==> src/rtl/uart_rx_pkg.sv <==
// uart_rx_pkg: state encoding and check-edge offset shared by the UART receive controller
package uart_rx_pkg;
    typedef enum logic [2:0] {
        IDLE   = 3'd0,
        START  = 3'd1,
        DATA   = 3'd2,
        PARITY = 3'd3,
        STOP   = 3'd4,
        DONE   = 3'd5
    } rx_state_e;
    localparam int CE_OFFSET = 2;
endpackage

==> src/rtl/uart_rx_ctrl_if.sv <==
// uart_rx_ctrl_if: serial pin, checker and deserializer signals around the receive controller
interface uart_rx_ctrl_if #(parameter int PRESCALE_WIDTH = 6);
    logic                      RX_IN, PAR_EN, sampled_bit, par_err, strt_glitch, stp_err;
    logic [PRESCALE_WIDTH-1:0] Prescale, edge_cnt;
    logic                      dat_samp_en, strt_chk_en, par_chk_en, stp_chk_en, deser_en;
    logic                      data_valid, PAR_ERR_FLAG, STP_ERR_FLAG;
    modport master (
        input  RX_IN, PAR_EN, Prescale, sampled_bit, par_err, strt_glitch, stp_err,
        output dat_samp_en, edge_cnt, strt_chk_en, par_chk_en, stp_chk_en, deser_en,
               data_valid, PAR_ERR_FLAG, STP_ERR_FLAG
    );
    modport slave (
        output RX_IN, PAR_EN, Prescale, sampled_bit, par_err, strt_glitch, stp_err,
        input  dat_samp_en, edge_cnt, strt_chk_en, par_chk_en, stp_chk_en, deser_en,
               data_valid, PAR_ERR_FLAG, STP_ERR_FLAG
    );
endinterface

==> src/rtl/uart_rx_ctrl_edge_bit_counter.sv <==
// edge_bit_counter: oversampling edge counter within a bit plus frame bit counter
module edge_bit_counter #(
    parameter int PW = 6,
    parameter int BW = 4
) (
    input  logic          CLK,
    input  logic          RST,
    input  logic          en_i,
    input  logic          clr_i,
    input  logic [PW-1:0] prescale_i,
    output logic [PW-1:0] edge_cnt_o,
    output logic [BW-1:0] bit_cnt_o,
    output logic          bit_end_o
);
    logic [PW-1:0] edge_q, edge_d;
    logic [BW-1:0] bit_q, bit_d;
    always_comb begin
        bit_end_o = edge_q == prescale_i - PW'(1);
        edge_d    = clr_i ? '0 : !en_i ? edge_q : bit_end_o ? '0 : edge_q + PW'(1);
        bit_d     = clr_i ? '0 : (en_i && bit_end_o) ? bit_q + BW'(1) : bit_q;
    end
    always_ff @(posedge CLK or negedge RST)
        if (!RST) begin
            edge_q <= '0;
            bit_q  <= '0;
        end else begin
            edge_q <= edge_d;
            bit_q  <= bit_d;
        end
    assign edge_cnt_o = edge_q;
    assign bit_cnt_o  = bit_q;
endmodule

==> src/rtl/uart_rx_ctrl.sv <==
// uart_rx_ctrl: UART receive frame sequencer - start detect, bit timing, checker strobes, frame validation.
// Define UART_RX_ERR_FLAGS_EN for sticky PAR_ERR_FLAG/STP_ERR_FLAG; otherwise both are tied low.
module uart_rx_ctrl
    import uart_rx_pkg::*;
#(
    parameter int DATA_WIDTH     = 8,
    parameter int PRESCALE_WIDTH = 6
) (
    input logic            CLK,
    input logic            RST,
    uart_rx_ctrl_if.master b
);
    localparam int BW = $clog2(DATA_WIDTH + 3);
    rx_state_e                 state_q;
    logic                      par_en_q, par_err_q, stp_err_q;
    logic [PRESCALE_WIDTH-1:0] prescale_q, ce;
    logic [BW-1:0]             bit_cnt;
    logic                      at_ce, bit_end, start, abort, clr, good;

    // CE is the first edge where the sampler's majority vote is settled
    assign ce    = (prescale_q >> 1) + PRESCALE_WIDTH'(CE_OFFSET);
    assign at_ce = b.edge_cnt == ce;
    assign start = (state_q == IDLE || state_q == DONE) && !b.RX_IN;
    assign abort = state_q == START && at_ce && b.strt_glitch;
    assign clr   = state_q == IDLE || state_q == DONE || abort;
    assign good  = !par_err_q && !stp_err_q;

    edge_bit_counter #(.PW(PRESCALE_WIDTH), .BW(BW)) u_cnt (
        .CLK        (CLK),
        .RST        (RST),
        .en_i       (!clr),
        .clr_i      (clr),
        .prescale_i (prescale_q),
        .edge_cnt_o (b.edge_cnt),
        .bit_cnt_o  (bit_cnt),
        .bit_end_o  (bit_end)
    );

    always_ff @(posedge CLK or negedge RST)
        if (!RST) begin
            state_q    <= IDLE;
            par_en_q   <= 1'b0;
            prescale_q <= '0;
            par_err_q  <= 1'b0;
            stp_err_q  <= 1'b0;
        end else if (start) begin
            state_q    <= START;
            par_en_q   <= b.PAR_EN;
            prescale_q <= b.Prescale;
            par_err_q  <= 1'b0;
            stp_err_q  <= 1'b0;
        end else
            case (state_q)
                START:   if (abort) state_q <= IDLE; else if (bit_end) state_q <= DATA;
                DATA:    if (bit_end && bit_cnt == BW'(DATA_WIDTH)) state_q <= par_en_q ? PARITY : STOP;
                PARITY: begin
                    if (at_ce) par_err_q <= b.par_err;
                    if (bit_end) state_q <= STOP;
                end
                // leave at CE so a following start bit is never missed
                STOP: if (at_ce) begin
                    stp_err_q <= b.stp_err;
                    state_q   <= DONE;
                end
                default: state_q <= IDLE;
            endcase

    assign b.dat_samp_en = state_q != IDLE;
    assign b.strt_chk_en = state_q == START  && at_ce;
    assign b.deser_en    = state_q == DATA   && at_ce;
    assign b.par_chk_en  = state_q == PARITY && at_ce;
    assign b.stp_chk_en  = state_q == STOP   && at_ce;
    assign b.data_valid  = state_q == DONE   && good;

`ifdef UART_RX_ERR_FLAGS_EN
    logic par_flag_q, stp_flag_q;
    always_ff @(posedge CLK or negedge RST)
        if (!RST) begin
            par_flag_q <= 1'b0;
            stp_flag_q <= 1'b0;
        end else if (state_q == DONE) begin
            par_flag_q <= !good && (par_flag_q || par_err_q);
            stp_flag_q <= !good && (stp_flag_q || stp_err_q);
        end
    assign b.PAR_ERR_FLAG = par_flag_q;
    assign b.STP_ERR_FLAG = stp_flag_q;
`else
    assign b.PAR_ERR_FLAG = 1'b0;
    assign b.STP_ERR_FLAG = 1'b0;
`endif
endmodule

==> src/flat_wrapper.sv <==
// flat-port wrapper written by rule: the top's interface ports become plain ports
module uart_rx_ctrl_flat import uart_rx_pkg::*;
#(
    parameter int DATA_WIDTH     = 8,
    parameter int PRESCALE_WIDTH = 6
)
  (CLK, RST, b_RX_IN, b_PAR_EN, b_Prescale, b_sampled_bit, b_par_err, b_strt_glitch, b_stp_err, b_dat_samp_en, b_edge_cnt, b_strt_chk_en, b_par_chk_en, b_stp_chk_en, b_deser_en, b_data_valid, b_PAR_ERR_FLAG, b_STP_ERR_FLAG);
  uart_rx_ctrl_if #(.PRESCALE_WIDTH(PRESCALE_WIDTH)) b_i ();
  input logic CLK;
  input logic RST;
  input wire logic [$bits(b_i.RX_IN)-1:0] b_RX_IN;
  input wire logic [$bits(b_i.PAR_EN)-1:0] b_PAR_EN;
  input wire logic [$bits(b_i.Prescale)-1:0] b_Prescale;
  input wire logic [$bits(b_i.sampled_bit)-1:0] b_sampled_bit;
  input wire logic [$bits(b_i.par_err)-1:0] b_par_err;
  input wire logic [$bits(b_i.strt_glitch)-1:0] b_strt_glitch;
  input wire logic [$bits(b_i.stp_err)-1:0] b_stp_err;
  output wire logic [$bits(b_i.dat_samp_en)-1:0] b_dat_samp_en;
  output wire logic [$bits(b_i.edge_cnt)-1:0] b_edge_cnt;
  output wire logic [$bits(b_i.strt_chk_en)-1:0] b_strt_chk_en;
  output wire logic [$bits(b_i.par_chk_en)-1:0] b_par_chk_en;
  output wire logic [$bits(b_i.stp_chk_en)-1:0] b_stp_chk_en;
  output wire logic [$bits(b_i.deser_en)-1:0] b_deser_en;
  output wire logic [$bits(b_i.data_valid)-1:0] b_data_valid;
  output wire logic [$bits(b_i.PAR_ERR_FLAG)-1:0] b_PAR_ERR_FLAG;
  output wire logic [$bits(b_i.STP_ERR_FLAG)-1:0] b_STP_ERR_FLAG;
  assign b_i.RX_IN = b_RX_IN;
  assign b_i.PAR_EN = b_PAR_EN;
  assign b_i.Prescale = b_Prescale;
  assign b_i.sampled_bit = b_sampled_bit;
  assign b_i.par_err = b_par_err;
  assign b_i.strt_glitch = b_strt_glitch;
  assign b_i.stp_err = b_stp_err;
  assign b_dat_samp_en = b_i.dat_samp_en;
  assign b_edge_cnt = b_i.edge_cnt;
  assign b_strt_chk_en = b_i.strt_chk_en;
  assign b_par_chk_en = b_i.par_chk_en;
  assign b_stp_chk_en = b_i.stp_chk_en;
  assign b_deser_en = b_i.deser_en;
  assign b_data_valid = b_i.data_valid;
  assign b_PAR_ERR_FLAG = b_i.PAR_ERR_FLAG;
  assign b_STP_ERR_FLAG = b_i.STP_ERR_FLAG;
  uart_rx_ctrl #(.DATA_WIDTH(DATA_WIDTH), .PRESCALE_WIDTH(PRESCALE_WIDTH)) u_core (.CLK(CLK), .RST(RST), .b(b_i));
endmodule
==> config.mk <==
export PLATFORM = sky130hd
export DESIGN_NAME = uart_rx_ctrl_flat
export DESIGN_NICKNAME = d
export VERILOG_FILES = /design/src/rtl/uart_rx_pkg.sv /design/src/rtl/uart_rx_ctrl_if.sv /design/src/rtl/uart_rx_ctrl_edge_bit_counter.sv /design/src/rtl/uart_rx_ctrl.sv /design/src/flat_wrapper.sv
export SDC_FILE = /design/constraint.sdc
export NUM_CORES = 1
export LEC_CHECK = 0
export CAP_MARGIN = 20
export CORE_MARGIN = 2
export CORE_UTILIZATION = 45
export DETAILED_ROUTE_END_ITERATION = 8
export PLACE_DENSITY = 0.75
export SLEW_MARGIN = 5
export SYNTH_ARGS = -nofsm -noshare
export SYNTH_HDL_FRONTEND = slang
export SYNTH_SLANG_ARGS = --single-unit
==> constraint.sdc <==
create_clock -name CLK -period 3 [get_ports CLK]
set_input_delay 0.3 -clock CLK [delete_from_list [all_inputs] [get_ports CLK]]
set_output_delay 0.3 -clock CLK [all_outputs]
set_load 0.02 [all_outputs]
After elaboration in Yosys (flattened, before gate mapping). Index checks and enable logic that the tools add are counted.

Register bits after elaboration: 22. Bits of input ports: 14. Output and inout bits: 14. Logic and storage cells: 66.

Add/subtract/negate cells: 4. Equal/unequal tests: 12. Multiplexer cells: 18. Reductions and logical operators: 25.

Operators by type and width (number): $mux 3 (7); $eq 6x6->1 (2); $mux 6 (2); $pmux 3 s4 (1); $logic_and 1x1->1 (10); $ne 3x1->1 const B (3); $mux 4 (2); $reduce_bool 2->1 (4); $add 5x2->6 const B (1); $add 6x1->6 const B (1); $eq 3x2->1 const B (2); $eq 3x3->1 const B (2); $mux 1 (6); $sub 6x1->6 const B (1); $add 4x1->4 const B (1); $eq 4x4->1 const B (1); $logic_not 1->1 (4); $ne 4x1->1 const B (1); $reduce_and 2->1 (2); $reduce_and 4->1 (1); $eq 3x1->1 const B (1); $logic_not 3->1 (1); $reduce_bool 3->1 (1); $logic_or 1x1->1 (2).

Logic depth before layout (Yosys ltp). Gate-level depths: netlist of the first run.

Depth in word-level cells: 9. Gate-level depth with buffers: 8. Mapped depth without buffers: 7.

Hierarchy. A second synthesis of the first run with hierarchy kept.

Cell total of the unflattened synthesis: 168. Area, all modules: 1582.8 sq um.

By module, submodules not included: uart_rx_ctrl (instances 1, cells each 90, area each 878.3 sq um, seq. area each 300.3 sq um); edge_bit_counter (instances 1, cells each 78, area each 704.4 sq um, seq. area each 250.2 sq um).

Worst setup path after synthesis of the first run. Ideal clock, no wire load.

Path kind: reg2out. Start: reg u_core.prescale_q[3]. End: out b_deser_en. Arrival time: 2.150 ns. Required time: 2.700 ns. Slack: 0.550 ns. Cell stages (with the launch flop): 6. Path buffers: 0. Cells stage by stage: dfrtp_1 ha_1 o21ba_1 a221o_2 a211o_1 nor3_1.

Word-level cells in the longest chain between the ends: 3.

Ends and longest elaborated chain: from (decl) (line uart_rx_ctrl.sv:16) `logic [PRESCALE_WIDTH-1:0] prescale_q, ce;`; from (signal assigned) (line uart_rx_ctrl.sv:49) `prescale_q <= b.Prescale;`; $add 5x2->6 (line uart_rx_ctrl.sv:21) `assign ce = (prescale_q >> 1) + PRESCALE_WIDTH'(CE_OFFSET);`; $eq 6x6->1 (line uart_rx_ctrl.sv:22) `assign at_ce = b.edge_cnt == ce;`; $logic_and 1x1->1 (line uart_rx_ctrl.sv:70) `assign b.deser_en = state_q == DATA && at_ce;`; to (decl) (line flat_wrapper.sv:23) `output wire logic [$bits(b_i.deser_en)-1:0] b_deser_en;`.

No other way between the ends.

Final worst setup path of the first run.
Start: reg u_core.prescale_q[2]. End: out b_strt_chk_en.

Word-level cells in the longest chain between the ends: 3.

Ends and longest elaborated chain: $add 5x2->6 (line uart_rx_ctrl.sv:21); $eq 6x6->1 (line uart_rx_ctrl.sv:22); $logic_and 1x1->1 (line uart_rx_ctrl.sv:69) `assign b.strt_chk_en = state_q == START && at_ce;`; to (decl) (line flat_wrapper.sv:20) `output wire logic [$bits(b_i.strt_chk_en)-1:0] b_strt_chk_en;`.

No other way between the ends.

==> metrics.txt, run 1 <==
Synth Cell Area 0.00155 mm²; PD cells 946 mW/mm²; CP Capture Type output port; first-pass GRT wire length 5.40 mm; total track usage 0.171; Unique masters post-synth 48; Final ANT Viol Nets 0; Final Cycle Share 0.960; commonest non-fill, non-tap cells in the layout dfrtp_1, clkdlybuf4s50_1, xnor2_1; Ports 28; drt total wl 3.24 mm; CP max stage delay 0.48 ns; synthesized instance count 159; CP required 2.70 ns; Sink Count 22; reg2reg setup slack 0.54 ns; wire length per cell 14.1 µm; status completed; maxcap violations 0; WS Path Type reg2out; Async SR Flop Fraction 1.00; number of antenna violations at the first check in global routing 0; Final Util 0.563; cts bufs inserted 3; row cnt 21; CP Cell Sequence ha_1 > o21ba_1 > a221o_2 > a211o_1 > nor3_1 > dlygate4sd2_1; Synth Register Bits 22; Skew-Pair Late Insertion Delay 0.32 ns; vias in the first global route 1220; Leak 0.775 nW; clock transition at the registers of the reported paths 0.13 ns; Fin. Hold Viols 0; Root Driver clkbuf_4; Placer Congestion 0.829; worst min path class in2async; GRT overflow 0; Period minus WS final 2.88 ns; reg2reg start u_core.prescale_q[2]; CTS Buffer Depth 2; endpoints failing setup 0; fraction of layout cells with a size suffix above 1 0.136; Initial Utilization 0.466; worst-path cell with the longest stage delay dfrtp_1; total negative slack 0 ns; final max-slew violation count 0; Synth-to-Final Area Change 20.9%; ys flop type dfrtp_1; most common cell after layout, fill and taps aside dfrtp_1; postcts setup bufs 0; Die ar. 0.00394 mm²; Crit path max-delay family compound AO/OA/AOI/OAI gates; die height 62.8 µm; Worst Clk Skew 0.00590 ns; Startpoint Class register; Yosys warning total 0; post-layout net count 206; Post-route DRC 0; drt via density 5.54; quantity of hold-fixing buffers added after cts 0; CP arrival 2.58 ns; largest net degree at the start of global routing 23; RR Endpoint u_core.u_cnt.edge_cnt_o[5]; Die X-Extent 62.8 µm; RSZ-0062 raised after global routing no; Crit. Startpoint u_core.prescale_q[2]; critical path peak fanout 6; CP bufs+invs 1; core area 0.00334 mm²; DR iter-0 viols 46; worst relative slew slack 0.616; Port-buffer cells 24; htree depth 1; slew of the pin with the lowest slew margin 0.574 ns; hpwl dp 2.43 mm; antenna cells 0; CTS tree built; First-pass DRT Iterations 4; sequential share of the synthesized area 0.354; Fmax 347 MHz; syn avg cell area 9.77 µm²; FF-to-FF path depth 6; routed via count 1275; Peak VDD IR 576 µV; Post-synth EDFFs 0
-- stage by stage --
| step | total power, W | cells | area [µm²] | hold WS, ns | setup WS [ns] |
|---|---|---|---|---|---|
| final | 0.00178 | 230 | 1880 | 0.324 | 0.119 |
| after CTS | 0.00179 | 229 | 1870 | 0.522 | 0.0839 |
| after floorplan | 0.00133 | 160 | 1560 | 0.00441 | 0.550 |
| after global placement | 0.00151 | 225 | 1820 | 0.504 | 0.208 |
| after global routing | 0.00191 | 230 | 1880 | 0.357 | 0.0179 |
| after detailed placement | 0.00155 | 225 | 1820 | 0.506 | 0.180 |
-- Yosys cell counts, types with 2 or more instances --
library cell / instances / area share
nor4_1: 2 / 0.0081
buf_2: 2 / 0.0064
nand4_1: 2 / 0.0081
o31ai_1: 3 / 0.014
or3_1: 2 / 0.0081
nor3_1: 9 / 0.029
inv_1: 10 / 0.024
xor2_1: 5 / 0.028
ha_1: 7 / 0.056
mux2_2: 7 / 0.051
nand3_1: 10 / 0.032
o21ai_0: 7 / 0.023
o211a_1: 2 / 0.013
and3_1: 2 / 0.0081
o31a_1: 2 / 0.011
buf_6: 2 / 0.014
dfrtp_1: 22 / 0.35
nand3b_1: 2 / 0.0097
xnor2_1: 12 / 0.068
nor2_1: 9 / 0.022
nand2b_1: 5 / 0.020
buf_4: 2 / 0.0097
a21oi_1: 4 / 0.013
nand2_1: 5 / 0.012
-- report_power, final --
group / total, W / switching [W] / internal (W) / leakage [nW]
registers: 0.000535 / 0.000144 / 0.000391 / 0.282
clock network: 0.000234 / 0.0000991 / 0.000135 / 0.0279
logic: 0.00101 / 0.000548 / 0.000459 / 0.465
-- worst max-delay path by stage --
stage,end,slack (ns),depth (start not counted)
floorplan,b_deser_en,0.55,5
global placement,b_deser_en,0.21,6
detailed placement,b_deser_en,0.18,6
CTS,b_deser_en,0.08,6
global route,b_strt_chk_en,0.02,6
finish,b_strt_chk_en,0.12,6
-- area by class of cell --
cell class / instances / area (µm²)
fill: 309 / 1460
sequential: 22 / 551
timing repair buffer: 27 / 262
clock buffer: 3 / 22.5
clock inverter: 1 / 30.0
tap: 46 / 57.6
inverter: 10 / 37.5
multi-input combinational: 121 / 918
-- worst register-to-register path: cells and delay by family (launching register included) --
family	cells	cell delay, ns
AO/OA/AOI/OAI	4	1.47
flip-flops	1	0.48
AND/OR/NAND/NOR	1	0.12
adder cells (fa/ha/maj)	1	0.29
-- flip-flops by register name, summed over array words and instances (netlist names) --
name,count
u_core.par_en_q,1
u_core.stp_err_q,1
u_core.prescale_q,6
u_core.par_err_q,1
u_core.u_cnt.bit_cnt_o,4
u_core.state_q,3
u_core.u_cnt.edge_cnt_o,6
-- what timing repair did --
| action | CTS | global route |
|---|---|---|
| hold endpoints to repair | 0 | 0 |
| gates resized for setup | 4 | 3 |
| endpoints found under the setup margin | 4 | 1 |
-- routing by layer --
metal / up-vias / part of all wire / track usage
met2: 33 / 0.49 / 0.288
met5: - / 0 / 0
met4: 0 / 0.011 / 0.0806
met1: 621 / 0.45 / 0.213
met3: 3 / 0.048 / 0.0288
li1: 618 / - / -
-- cell families after synthesis --
family / synth area share
AO/OA/AOI/OAI: 0.165
XOR/XNOR: 0.106
adder cells (fa/ha/maj): 0.0564
buffers and inverters: 0.0572
flip-flops: 0.354
multiplexers: 0.0572
other: 0.00241
AND/OR/NAND/NOR: 0.201
Power figures use the tool's default switching activity.
==> inputs of run 2 (changes only) <==
--- a/config.mk
+++ b/config.mk
@@ -9,6 +9,7 @@
 export CORE_MARGIN = 2
 export CORE_UTILIZATION = 45
 export DETAILED_ROUTE_END_ITERATION = 8
+export HOLD_SLACK_MARGIN = 0.03
 export PLACE_DENSITY = 0.75
 export SLEW_MARGIN = 5
 export SYNTH_ARGS = -nofsm -noshare
==> results of run 2 <==
No change in the layout: final DEF, timing and power equal those of run 1.
==> inputs of run 3 (changes only) <==
--- a/config.mk
+++ b/config.mk
@@ -7,10 +7,11 @@
 export LEC_CHECK = 0
 export CAP_MARGIN = 20
 export CORE_MARGIN = 2
-export CORE_UTILIZATION = 45
+export CORE_UTILIZATION = 60
 export DETAILED_ROUTE_END_ITERATION = 8
+export DONT_BUFFER_PORTS = 1
 export HOLD_SLACK_MARGIN = 0.03
-export PLACE_DENSITY = 0.75
+export PLACE_DENSITY = 0.81
 export SLEW_MARGIN = 5
 export SYNTH_ARGS = -nofsm -noshare
 export SYNTH_HDL_FRONTEND = slang
==> constraint.sdc (replaced) <==
create_clock -name CLK -period 3 [get_ports CLK]
set_input_delay 0.3 -clock CLK [delete_from_list [all_inputs] [get_ports CLK]]
set_output_delay 0.3 -clock CLK [all_outputs]
set_load 0.01 [all_outputs]
==> run 3 against run 2 <==
Largest power group unchanged. Die area is 24% lower. Critical path type unchanged. Register-to-register slack hardly changed. First-iteration DRC count is 74% lower. Sequential power is 6.2% higher.
==> metrics.txt, run 3 (synthesis gave the netlist of run 1 again) <==
Die X-Extent 54.9 µm; largest net degree at the start of global routing 23; vias in the first global route 1120; CP bufs+invs 0; first-pass GRT wire length 4.87 mm; Root Driver clkbuf_4; GRT Max-Usage Layer met2; maxcap violations 0; Layout Cell Area excl Fill 0.00161 mm²; Fillers 202; worst min path class in2reg; grt met1 use 0.282; worst-path cell with the longest stage delay dfrtp_1; CP max stage delay 0.49 ns; die height 54.9 µm; CP arrival 2.45 ns; Crit path max-delay family compound AO/OA/AOI/OAI gates; number of antenna violations at the first check in global routing 0; Final Util 0.654; DR iter-0 viols 12; post-layout net count 181; clock transition at the registers of the reported paths 0.12 ns; placed inst area 0.00154 mm²; postcts setup bufs 0; antenna cells 0; final max-slew violation count 0; Leak 0.657 nW; core area 0.00245 mm²; Die ar. 0.00301 mm²; hpwl dp 2.30 mm; RSZ-0062 raised after global routing no; CP Capture Type output port; routed via count 1173; slew of the pin with the lowest slew margin 0.513 ns; wire length per cell 15.6 µm; Non-Filler Instances 189; htree depth 1; Startpoint Class register; status completed; GRT overflow 0; reg2reg setup slack 0.54 ns; Fmax 364 MHz; Post-route DRC 0; fraction of layout cells with a size suffix above 1 0.138; GR Layer Usage met3 0.0430; placed cells 183; commonest non-fill, non-tap cells in the layout dfrtp_1, xnor2_1, inv_1, nand3_1; critical path peak fanout 7; drt total wl 2.94 mm; drt via density 6.21; Synth-to-Final Area Change 3.30%; Sink Count 22; CTS Buffer Depth 2; Period minus WS final 2.75 ns; WS Path Type reg2out; Fin. Hold Viols 0; Worst Clk Skew 0.00601 ns; worst relative slew slack 0.655; CTS tree built; Initial Utilization 0.633; total track usage 0.227; row cnt 18; total negative slack 0 ns; PD cells 998 mW/mm²; First-pass DRT Iterations 4; CP Cell Sequence ha_1 > o21ba_1 > a221o_2 > a211o_1 > nor3_1; Skew-Pair Late Insertion Delay 0.31 ns; cts bufs inserted 3; Peak VDD IR 670 µV; CP required 2.70 ns; Placer Congestion 0.830; met2 usage 0.397; Port-buffer cells 0; Final ANT Viol Nets 0; Ports 28; most common cell after layout, fill and taps aside dfrtp_1; endpoints failing setup 0; Final Cycle Share 0.915
==> run 3: changes by cell type in the layout (fill, tap and decap cells not counted), sizes merged <==
cell           change
buf                -2
clkdlybuf4s50     -20
dlygate4sd3        +1
bufinv             -1
dlygate4sd2        -3
==> run 3: timing repair <==
item / in CTS / in global routing
gates resized for setup: 0 / 0
hold buffers: 1 / 0
endpoints found under the hold margin: 22 / 0
==> run 3: layer usage <==
layer  routed length, µm  vias to the layer above
li1                    -                      568
met1                1230                      570
met2                1520                       31
met3                 166                        4
met4                  25                        0
met5                   0                        -
==> run 3: worst paths after layout <==
path,start,to,depth (start not counted)
worst min register to register,u_core.par_en_q,u_core.par_en_q,1
worst min-delay path,b_stp_err,u_core.stp_err_q,2
max in group asynchronous,RST,u_core.u_cnt.edge_cnt_o[1],2
min in group asynchronous,RST,u_core.par_en_q,1
worst max-delay path,u_core.prescale_q[3],b_deser_en,5
worst max register to register,u_core.prescale_q[3],u_core.u_cnt.edge_cnt_o[2],6
==> run 3: where the power goes <==
group | internal (W) | total [W] | switching, W | leakage [nW]
clock | 0.0000742 | 0.000165 | 0.0000908 | 0.0210
sequential | 0.000390 | 0.000568 | 0.000177 | 0.282
combinational | 0.000384 | 0.000869 | 0.000485 | 0.354
total | 0.000848 | 0.00160 | 0.000753 | 0.657
==> run 3: final cells by class <==
cell class / instances / area [µm²] / area share
inverter: 10 / 37.5 / 0.0234
timing repair buffer: 2 / 25.0 / 0.0156
clock buffer: 4 / 36.3 / 0.0226
sequential: 22 / 551 / 0.343
multi-input combinational: 121 / 918 / 0.572
tap: 30 / 37.5 / 0.0234
==> run 3: stage by stage <==
step | worst slack, ns | hold WS, ns | power, W
after floorplan | 0.748 | 0.00441 | 0.00130
after global placement | 0.581 | 0.00504 | 0.00138
after detailed placement | 0.562 | 0.00504 | 0.00144
after CTS | 0.233 | 0.104 | 0.00161
after global routing | 0.136 | 0.107 | 0.00174
final | 0.254 | 0.106 | 0.00160
